`config.mk`:
```
export PLATFORM = sky130hd
export DESIGN_NAME = fpc_rr_mux_n_flat
export DESIGN_NICKNAME = d
export VERILOG_FILES = /design/src/rtl/fpc_rr_mux_n_if.sv /design/src/rtl/fpc_rr_mux_n.sv /design/src/flat_wrapper.sv
export SDC_FILE = /design/constraint.sdc
export NUM_CORES = 1
export LEC_CHECK = 0
export ABC_AREA = 1
export CORE_AREA = 2 2 267 269
export DETAILED_ROUTE_END_ITERATION = 8
export DIE_AREA = 0 0 269 271
export RECOVER_POWER = 100
export SETUP_SLACK_MARGIN = 0.2
export SYNTH_ARGS = -nofsm -noshare
export SYNTH_HDL_FRONTEND = slang
export SYNTH_SLANG_ARGS = --single-unit
```
`constraint.sdc`:
```
create_clock -name i_clk -period 12.65 [get_ports i_clk]
set_input_delay 2.53 -clock i_clk [delete_from_list [all_inputs] [get_ports i_clk]]
set_output_delay 2.53 -clock i_clk [all_outputs]
set_load 0.1 [all_outputs]
```
`src/rtl/fpc_rr_mux_n_if.sv`:
```
// -----------------------------------------------------------------------------
// fpc_rr_mux_n_if
// Purpose : bundles the range-load, tag-allocator and multiplexed read-request
//           signals of fpc_rr_mux_n.
// Signals : r_valid/r_addr/r_count/r_abort  -> range load and abort per channel
//           r_ready/busy                     <- channel idle / blocks remaining
//           rr_valid/rr_tag_low              -> per-channel tag availability
//           rr_ready                         <- tag consumed (grant pulse)
//           rrm_valid/rrm_addr/rrm_tag       <- multiplexed block read request
//           rrm_ready                        -> downstream accepts request
// Modports: master = request/tag side driving the mux, slave = the mux itself.
// -----------------------------------------------------------------------------
interface fpc_rr_mux_n_if #(
   parameter int NCHAN         = 4,
   parameter int NBITS_TAG_LOW = 3,
   parameter int ADDR_W        = 61,
   parameter int COUNT_W       = 19,
   parameter int BLOCK_SHIFT   = 3
);
   logic [NCHAN-1:0]               r_valid;
   logic [ADDR_W-1:0]              r_addr;
   logic [COUNT_W-1:0]             r_count;
   logic [NCHAN-1:0]               r_ready;
   logic [NCHAN-1:0]               r_abort;
   logic [NCHAN-1:0]               busy;
   logic [NCHAN-1:0]               rr_valid;
   logic [NCHAN*NBITS_TAG_LOW-1:0] rr_tag_low;
   logic [NCHAN-1:0]               rr_ready;
   logic                           rrm_valid;
   logic [ADDR_W-BLOCK_SHIFT-1:0]  rrm_addr;
   logic [7:0]                     rrm_tag;
   logic                           rrm_ready;

   modport master (
      output r_valid, r_addr, r_count, r_abort, rr_valid, rr_tag_low, rrm_ready,
      input  r_ready, busy, rr_ready, rrm_valid, rrm_addr, rrm_tag
   );

   modport slave (
      input  r_valid, r_addr, r_count, r_abort, rr_valid, rr_tag_low, rrm_ready,
      output r_ready, busy, rr_ready, rrm_valid, rrm_addr, rrm_tag
   );
endinterface

```
`src/rtl/fpc_rr_mux_n.sv`:
```
// -----------------------------------------------------------------------------
// fpc_rr_mux_n
// Purpose : splits per-channel DMA ranges (8-byte units) into block-sized read
//           requests and multiplexes them round-robin onto one tagged request
//           stream, one request per cycle, gated by per-channel tag availability.
// Ports   : i_clk  - rising-edge clock
//           i_rst  - asynchronous active-high reset
//           io_bus - fpc_rr_mux_n_if.slave (range load, abort, busy, tag
//                    handshake, multiplexed request output)
// -----------------------------------------------------------------------------
module fpc_rr_mux_n #(
   parameter int         NCHAN         = 4,
   parameter logic [7:0] ENABLE        = 8'hFF,
   parameter int         NBITS_TAG_LOW = 3,
   parameter int         ADDR_W        = 61,
   parameter int         COUNT_W       = 19,
   parameter int         BLOCK_SHIFT   = 3,
   parameter int         CHAN_W        = 3
) (
   input logic           i_clk,
   input logic           i_rst,
   fpc_rr_mux_n_if.slave io_bus
);
   localparam int BADDR_W = ADDR_W - BLOCK_SHIFT;
   localparam int REM_W   = COUNT_W - BLOCK_SHIFT;
   localparam int NB      = NBITS_TAG_LOW;

   // per-channel views
   logic [NCHAN-1:0]   w_rem_nz;
   logic [NCHAN-1:0]   w_eligible;
   logic [NCHAN-1:0]   w_r_ready;
   logic [BADDR_W-1:0] w_chan_addr [NCHAN];
   logic [NB-1:0]      w_tag_low   [NCHAN];

   // arbitration
   logic               w_slot_free;
   logic               w_found;
   logic [CHAN_W-1:0]  w_grant_idx;
   logic [NCHAN-1:0]   w_grant_oh;
   logic [7:0]         w_tag_next;

   // output stage
   logic               r_rrm_valid;
   logic [BADDR_W-1:0] r_rrm_addr;
   logic [7:0]         r_rrm_tag;
   logic [CHAN_W-1:0]  r_last_grant;

   // Sub-block address bits and inputs of disabled channels are not needed.
   logic w_unused;
   assign w_unused = ^{io_bus.r_valid, io_bus.r_addr, io_bus.r_count, io_bus.r_abort};

   genvar gi;
   generate
      for (gi = 0; gi < NCHAN; gi++) begin : g_chan
         if (ENABLE[gi]) begin : g_en
            logic [REM_W-1:0]   r_remaining;
            logic [BADDR_W-1:0] r_addr;
            logic               w_load;

            // Only an idle channel accepts a range; a busy one ignores r_valid.
            assign w_load = io_bus.r_valid[gi] & (r_remaining == '0);

            // Load, abort and grant are mutually exclusive in effect: a load
            // needs remaining==0, a grant needs remaining!=0 and no abort,
            // and a load takes priority over a concurrent abort.
            always_ff @(posedge i_clk or posedge i_rst) begin
               if (i_rst) begin
                  r_remaining <= '0;
                  r_addr      <= '0;
               end else if (w_load) begin
                  r_remaining <= io_bus.r_count[COUNT_W-1:BLOCK_SHIFT];
                  r_addr      <= io_bus.r_addr[ADDR_W-1:BLOCK_SHIFT];
               end else if (io_bus.r_abort[gi]) begin
                  r_remaining <= '0;
               end else if (w_grant_oh[gi]) begin
                  r_remaining <= r_remaining - REM_W'(1);
                  r_addr      <= r_addr + BADDR_W'(1);
               end
            end

            assign w_rem_nz[gi]    = (r_remaining != '0);
            assign w_chan_addr[gi] = r_addr;
         end else begin : g_off
            assign w_rem_nz[gi]    = 1'b0;
            assign w_chan_addr[gi] = '0;
         end

         assign w_tag_low[gi]  = io_bus.rr_tag_low[gi*NB +: NB];
         // w_rem_nz already implies the channel is enabled.
         assign w_eligible[gi] = w_rem_nz[gi] & io_bus.rr_valid[gi] & ~io_bus.r_abort[gi];
         assign w_r_ready[gi]  = ENABLE[gi] & ~w_rem_nz[gi];
      end
   endgenerate

   assign w_slot_free = ~r_rrm_valid | io_bus.rrm_ready;

   // Round-robin search from last_grant+1, wrapping; the whole search is
   // combinational so channels with nothing to do cost no cycles.
   always_comb begin
      int                t;
      logic [CHAN_W-1:0] idx;
      w_found     = 1'b0;
      w_grant_idx = '0;
      w_grant_oh  = '0;
      for (int k = 1; k <= NCHAN; k++) begin
         t = int'(r_last_grant) + k;
         if (t >= NCHAN) t = t - NCHAN;
         idx = CHAN_W'(t);
         if (!w_found && w_eligible[idx]) begin
            w_found     = 1'b1;
            w_grant_idx = idx;
         end
      end
      if (w_slot_free && w_found) w_grant_oh[w_grant_idx] = 1'b1;
   end

   // Tag layout: {zero pad, channel, tag_low}.
   always_comb begin
      w_tag_next                 = '0;
      w_tag_next[NB +: CHAN_W]   = w_grant_idx;
      w_tag_next[NB-1:0]         = w_tag_low[w_grant_idx];
   end

   always_ff @(posedge i_clk or posedge i_rst) begin
      if (i_rst) begin
         r_rrm_valid  <= 1'b0;
         r_rrm_addr   <= '0;
         r_rrm_tag    <= '0;
         r_last_grant <= CHAN_W'(NCHAN - 1);
      end else if (w_slot_free) begin
         if (w_found) begin
            r_rrm_valid  <= 1'b1;
            r_rrm_addr   <= w_chan_addr[w_grant_idx];
            r_rrm_tag    <= w_tag_next;
            r_last_grant <= w_grant_idx;
         end else begin
            r_rrm_valid  <= 1'b0;
         end
      end
   end

   assign io_bus.r_ready   = w_r_ready;
   assign io_bus.busy      = w_rem_nz;
   assign io_bus.rr_ready  = w_grant_oh;
   assign io_bus.rrm_valid = r_rrm_valid;
   assign io_bus.rrm_addr  = r_rrm_addr;
   assign io_bus.rrm_tag   = r_rrm_tag;
endmodule

```
`src/flat_wrapper.sv`:
```
// flat-port wrapper written by rule: the top's interface ports become plain ports
module fpc_rr_mux_n_flat 
#(
   parameter int         NCHAN         = 4,
   parameter logic [7:0] ENABLE        = 8'hFF,
   parameter int         NBITS_TAG_LOW = 3,
   parameter int         ADDR_W        = 61,
   parameter int         COUNT_W       = 19,
   parameter int         BLOCK_SHIFT   = 3,
   parameter int         CHAN_W        = 3
)
  (i_clk, i_rst, io_bus_r_valid, io_bus_r_addr, io_bus_r_count, io_bus_r_abort, io_bus_rr_valid, io_bus_rr_tag_low, io_bus_rrm_ready, io_bus_r_ready, io_bus_busy, io_bus_rr_ready, io_bus_rrm_valid, io_bus_rrm_addr, io_bus_rrm_tag);
  fpc_rr_mux_n_if #(.NCHAN(NCHAN), .NBITS_TAG_LOW(NBITS_TAG_LOW), .ADDR_W(ADDR_W), .COUNT_W(COUNT_W), .BLOCK_SHIFT(BLOCK_SHIFT)) io_bus_i ();
  input logic i_clk;
  input logic i_rst;
  input wire logic [$bits(io_bus_i.r_valid)-1:0] io_bus_r_valid;
  input wire logic [$bits(io_bus_i.r_addr)-1:0] io_bus_r_addr;
  input wire logic [$bits(io_bus_i.r_count)-1:0] io_bus_r_count;
  input wire logic [$bits(io_bus_i.r_abort)-1:0] io_bus_r_abort;
  input wire logic [$bits(io_bus_i.rr_valid)-1:0] io_bus_rr_valid;
  input wire logic [$bits(io_bus_i.rr_tag_low)-1:0] io_bus_rr_tag_low;
  input wire logic [$bits(io_bus_i.rrm_ready)-1:0] io_bus_rrm_ready;
  output wire logic [$bits(io_bus_i.r_ready)-1:0] io_bus_r_ready;
  output wire logic [$bits(io_bus_i.busy)-1:0] io_bus_busy;
  output wire logic [$bits(io_bus_i.rr_ready)-1:0] io_bus_rr_ready;
  output wire logic [$bits(io_bus_i.rrm_valid)-1:0] io_bus_rrm_valid;
  output wire logic [$bits(io_bus_i.rrm_addr)-1:0] io_bus_rrm_addr;
  output wire logic [$bits(io_bus_i.rrm_tag)-1:0] io_bus_rrm_tag;
  assign io_bus_i.r_valid = io_bus_r_valid;
  assign io_bus_i.r_addr = io_bus_r_addr;
  assign io_bus_i.r_count = io_bus_r_count;
  assign io_bus_i.r_abort = io_bus_r_abort;
  assign io_bus_i.rr_valid = io_bus_rr_valid;
  assign io_bus_i.rr_tag_low = io_bus_rr_tag_low;
  assign io_bus_i.rrm_ready = io_bus_rrm_ready;
  assign io_bus_r_ready = io_bus_i.r_ready;
  assign io_bus_busy = io_bus_i.busy;
  assign io_bus_rr_ready = io_bus_i.rr_ready;
  assign io_bus_rrm_valid = io_bus_i.rrm_valid;
  assign io_bus_rrm_addr = io_bus_i.rrm_addr;
  assign io_bus_rrm_tag = io_bus_i.rrm_tag;
  fpc_rr_mux_n #(.NCHAN(NCHAN), .ENABLE(ENABLE), .NBITS_TAG_LOW(NBITS_TAG_LOW), .ADDR_W(ADDR_W), .COUNT_W(COUNT_W), .BLOCK_SHIFT(BLOCK_SHIFT), .CHAN_W(CHAN_W)) u_core (.i_clk(i_clk), .i_rst(i_rst), .io_bus(io_bus_i));
endmodule
```
==> results.py <==
metrics = {
    "run_status": {
        "status": "finished, violations left",
        "violations": "capacitance limit, slew limit",
    },
    "clocking": {
        "ctsResizeCount": 0,
        "htreeDepth": 2,
        "cts_sinks": 363,
        "holdBufCountCts": 0,
        "cts-root-buf": "clkbuf_16",
        "numCtsBuffers": 47,
        "cts_tree": "built",
        "clkLatencyLatePin_ns": 0.62,
        "cts_setup_buffers": 0,
        "cts.clk_slew.worst_paths_ns": 0.06,
        "cts_buffer_depth": 3,
    },
    "detailed_routing": {
        "dr_wl_met2_um": 48900,
        "routed_via_density": 5.45,
        "detail-route-antenna-nets": 0,
        "drtIter0Drc": 3460,
        "wl_met3_um": 8890,
        "wl_per_cell_um": 20.7,
        "dr_total_vias": 29671,
        "wirelength_um": 113000,
        "wl_met1_um": 50700,
        "first_pass_iters": 6,
        "highest_layer": "met4",
        "drc": 0,
    },
    "synth": {
        "synthTopCellsByArea": "dfrtp_1 (32%), nand2_1 (25%), nand3_1 (9.5%), o21ai_0 (4.8%), nor2_1 (4.6%)",
        "synth.area.mux_share": 0,
        "synth_area_um2": 27900,
        "synth-main-ff-cell": "dfrtp_1",
        "avgSynthCellArea_um2": 6.27,
        "async_flop_share": 1.00,
        "synth_edf_count": 0,
        "synthCells": 4448,
        "synthAdderAreaFrac": 0.00628,
        "synth_xor_area_frac": 0.0745,
        "synth_top_area_cell": "dfrtp_1",
        "yosysSeqAreaShare": 0.326,
        "synth_compound_area_frac": 0.0648,
        "synth.top_cell.area_share": 0.324,
        "ys_ff_latch": 363,
        "yosysUniqueCellTypes": 47,
        "synth.yosys.warnings": 0,
        "yosys.area_share.simple": 0.449,
        "synth_top_family_by_area": "simple AND/OR/NAND/NOR gates",
    },
    "place": {
        "place_ws_ns": 2.93,
        "dp_cells": 5358,
        "dp_hpwl_um": 84100,
        "portBuffers": 177,
        "gp_congestion": 1.02,
    },
    "power_and_ir_drop": {
        "leakagePower_nw": 15.3,
        "switching_share": 0.545,
        "pwr-share-comb": 0.543,
        "power.density_nw_per_um2": 239,
        "vdd_ir_drop_max_v": 0.000256,
        "p_sw_w": 0.00409,
        "p_int_w": 0.00341,
        "power_frac_clock": 0.191,
        "seqPwrFrac": 0.265,
    },
    "global_routing": {
        "antenna_found_initial": 1,
        "grt_pass1_vias": 27218,
        "overflow": 0,
        "grt_pass1_wl_um": 171000,
        "grt_max_degree": 152,
        "grt_usage": 0.308,
    },
    "floorplanning": {
        "die_h_um": 271,
        "io_pins": 186,
        "rows": 97,
        "die_w_um": 269,
        "initial_utilization": 0.399,
        "core_area_um2": 69800,
        "die_area_um2": 72900,
    },
    "job": {
        "maxCapViolCount": 12,
    },
    "worst_setup_path": {
        "cp.required_ns": 13.13,
        "r2r_setup_slack_ns": 3.38,
        "cp-end-kind": "flip-flop",
        "startpoint_type": "input port",
        "worst-r2r-cell-count": 17,
        "path_class": "in2reg",
        "critPathArrivalTime_ns": 11.02,
        "crit_fanout": 77,
    },
    "sta": {
        "layout_setup_ws_ns": 2.12,
        "tightest_slew_ns": 3.96,
        "setup_viol": 0,
        "hold_viol": 0,
        "post-route-period-util": 0.833,
        "max_slew_margin": -1.64,
        "timing.fmax_mhz": 94.9,
        "min_period_ns": 10.53,
        "finClkSkew_ns": 0.0226,
        "setup_tns_ns": 0,
        "slew_violations": 694,
        "rsz0062_at_grt": "no",
    },
    "min_path": {
        "whs_path_depth": 2,
        "hold_path_class": "reg2reg",
    },
    "finish": {
        "nFillCells": 7478,
        "multi_input_area_um2": 16600,
        "instances_no_fill": 5449,
        "drive_gt1_frac": 0.0327,
        "syn2layout_area_growth_pct": 12.8,
        "final_cell_mix": "nand2_1 (1859), nand3_1 (528), dfrtp_1 (361)",
        "mostFrequentLayoutCell": "nand2_1",
        "regArea_um2": 9090,
        "finalNetCount": 4588,
    },
}
[metal layers]
| layer | up-vias | GRT usage |
|---|---|---|
| li1 | 14320 | - |
| met1 | 14074 | 0.452 |
| met2 | 1101 | 0.457 |
| met3 | 176 | 0.0415 |
| met4 | 0 | 0.117 |
| met5 | - | 0 |
[power groups by stage]
| stage | Sequential (W) | Combinational [W] | Clock (W) |
|---|---|---|---|
| floorplan | 0.00211 | 0.00294 | 0 |
| global placement | 0.00199 | 0.00401 | 0 |
| detailed placement | 0.00199 | 0.00406 | 0 |
| CTS | 0.00198 | 0.00407 | 0.00146 |
| global route | 0.00204 | 0.00449 | 0.00150 |
| finish | 0.00199 | 0.00408 | 0.00144 |
[registers in the layout, summed over array words and instances (netlist names)]
register                        cells
u_core.io_bus.rrm_addr             58
u_core.io_bus.rrm_valid             1
u_core.g_chan.g_en.r_remaining     64
u_core.g_chan.g_en.r_addr         232
u_core.r_last_grant                 3
u_core.io_bus.rrm_tag               5
[final timing paths]
path | end | from
max in group asynchronous | u_core.g_chan[3].g_en.r_addr[48]$_DFFE_PP0P_ | i_rst
min | u_core.io_bus.rrm_addr[56]$_DFFE_PP0P_ | u_core.io_bus.rrm_addr[56]$_DFFE_PP0P_
min reg2reg | u_core.io_bus.rrm_addr[56]$_DFFE_PP0P_ | u_core.io_bus.rrm_addr[56]$_DFFE_PP0P_
min in group asynchronous | u_core.io_bus.rrm_tag[4]$_DFFE_PP0P_ | i_rst
max | u_core.g_chan[0].g_en.r_addr[1]$_DFFE_PP0P_ | io_bus_r_abort[0]
max reg2reg | u_core.g_chan[0].g_en.r_addr[1]$_DFFE_PP0P_ | u_core.r_last_grant[0]$_DFFE_PP1P_
[critical path: stages]
cell and delay (ns):
dlygate4sd3_1 0.56, nor2_1 0.07, nand3_1 0.10, nand3_1 0.11, nand2_1 0.21, nand2_4 0.07
nor2_1 0.30, nand3_4 0.67, nand2_4 0.82, buf_4 0.82, nor2_1 0.08, nand2_1 0.20
clkbuf_1 2.82, nand2_2 -0.06, clkbuf_1 1.17, nand2_1 0.33, nand2_1 0.08
[metrics by stage]
step / total power [W] / utilization / hold slack [ns] / cell area [um2]
6_report: 0.00751 / 0.451 / 0.474 / 31400
4_1_cts: 0.00751 / 0.452 / 0.480 / 31500
2_1_floorplan: 0.00505 / - / 0.498 / 27900
3_3_place_gp: 0.00600 / 0.428 / 0.462 / 29900
5_1_grt: 0.00803 / 0.450 / 0.489 / 31400
3_5_place_dp: 0.00605 / 0.428 / 0.468 / 29900
[cell families after synthesis]
logic type,after synthesis
and+or+nand+nor,2986
buffers and inverters,505
DFF,363
AOI/OAI and AO/OA,342
xor gates and xnor gates,237
adders and majority gates,14
other,1
[area by class of cell]
type / instances / share of cell area
antenna: 7 / 0.000557
clock inverter: 24 / 0.00847
timing repair buffer: 204 / 0.0619
tap: 940 / 0.0374
inverter: 270 / 0.0323
clock buffer: 60 / 0.0428
sequential: 363 / 0.289
multi-input combinational: 3581 / 0.528
[Yosys cell counts (7+ instances only)]
cell	count
clkbuf_1	116
ha_1	14
nor3_1	72
buf_1	21
nor2_1	343
nor2_2	11
nand2_2	15
nand4_1	84
buf_4	36
dfrtp_1	361
o22ai_1	47
or2_2	7
o21ai_0	266
nand2_1	1855
nor4_1	44
buf_2	42
inv_1	265
xnor2_1	121
a21oi_1	14
xor2_1	116
nand3_1	531
buf_6	17
Note: power is estimated with default switching activity, not from simulation.
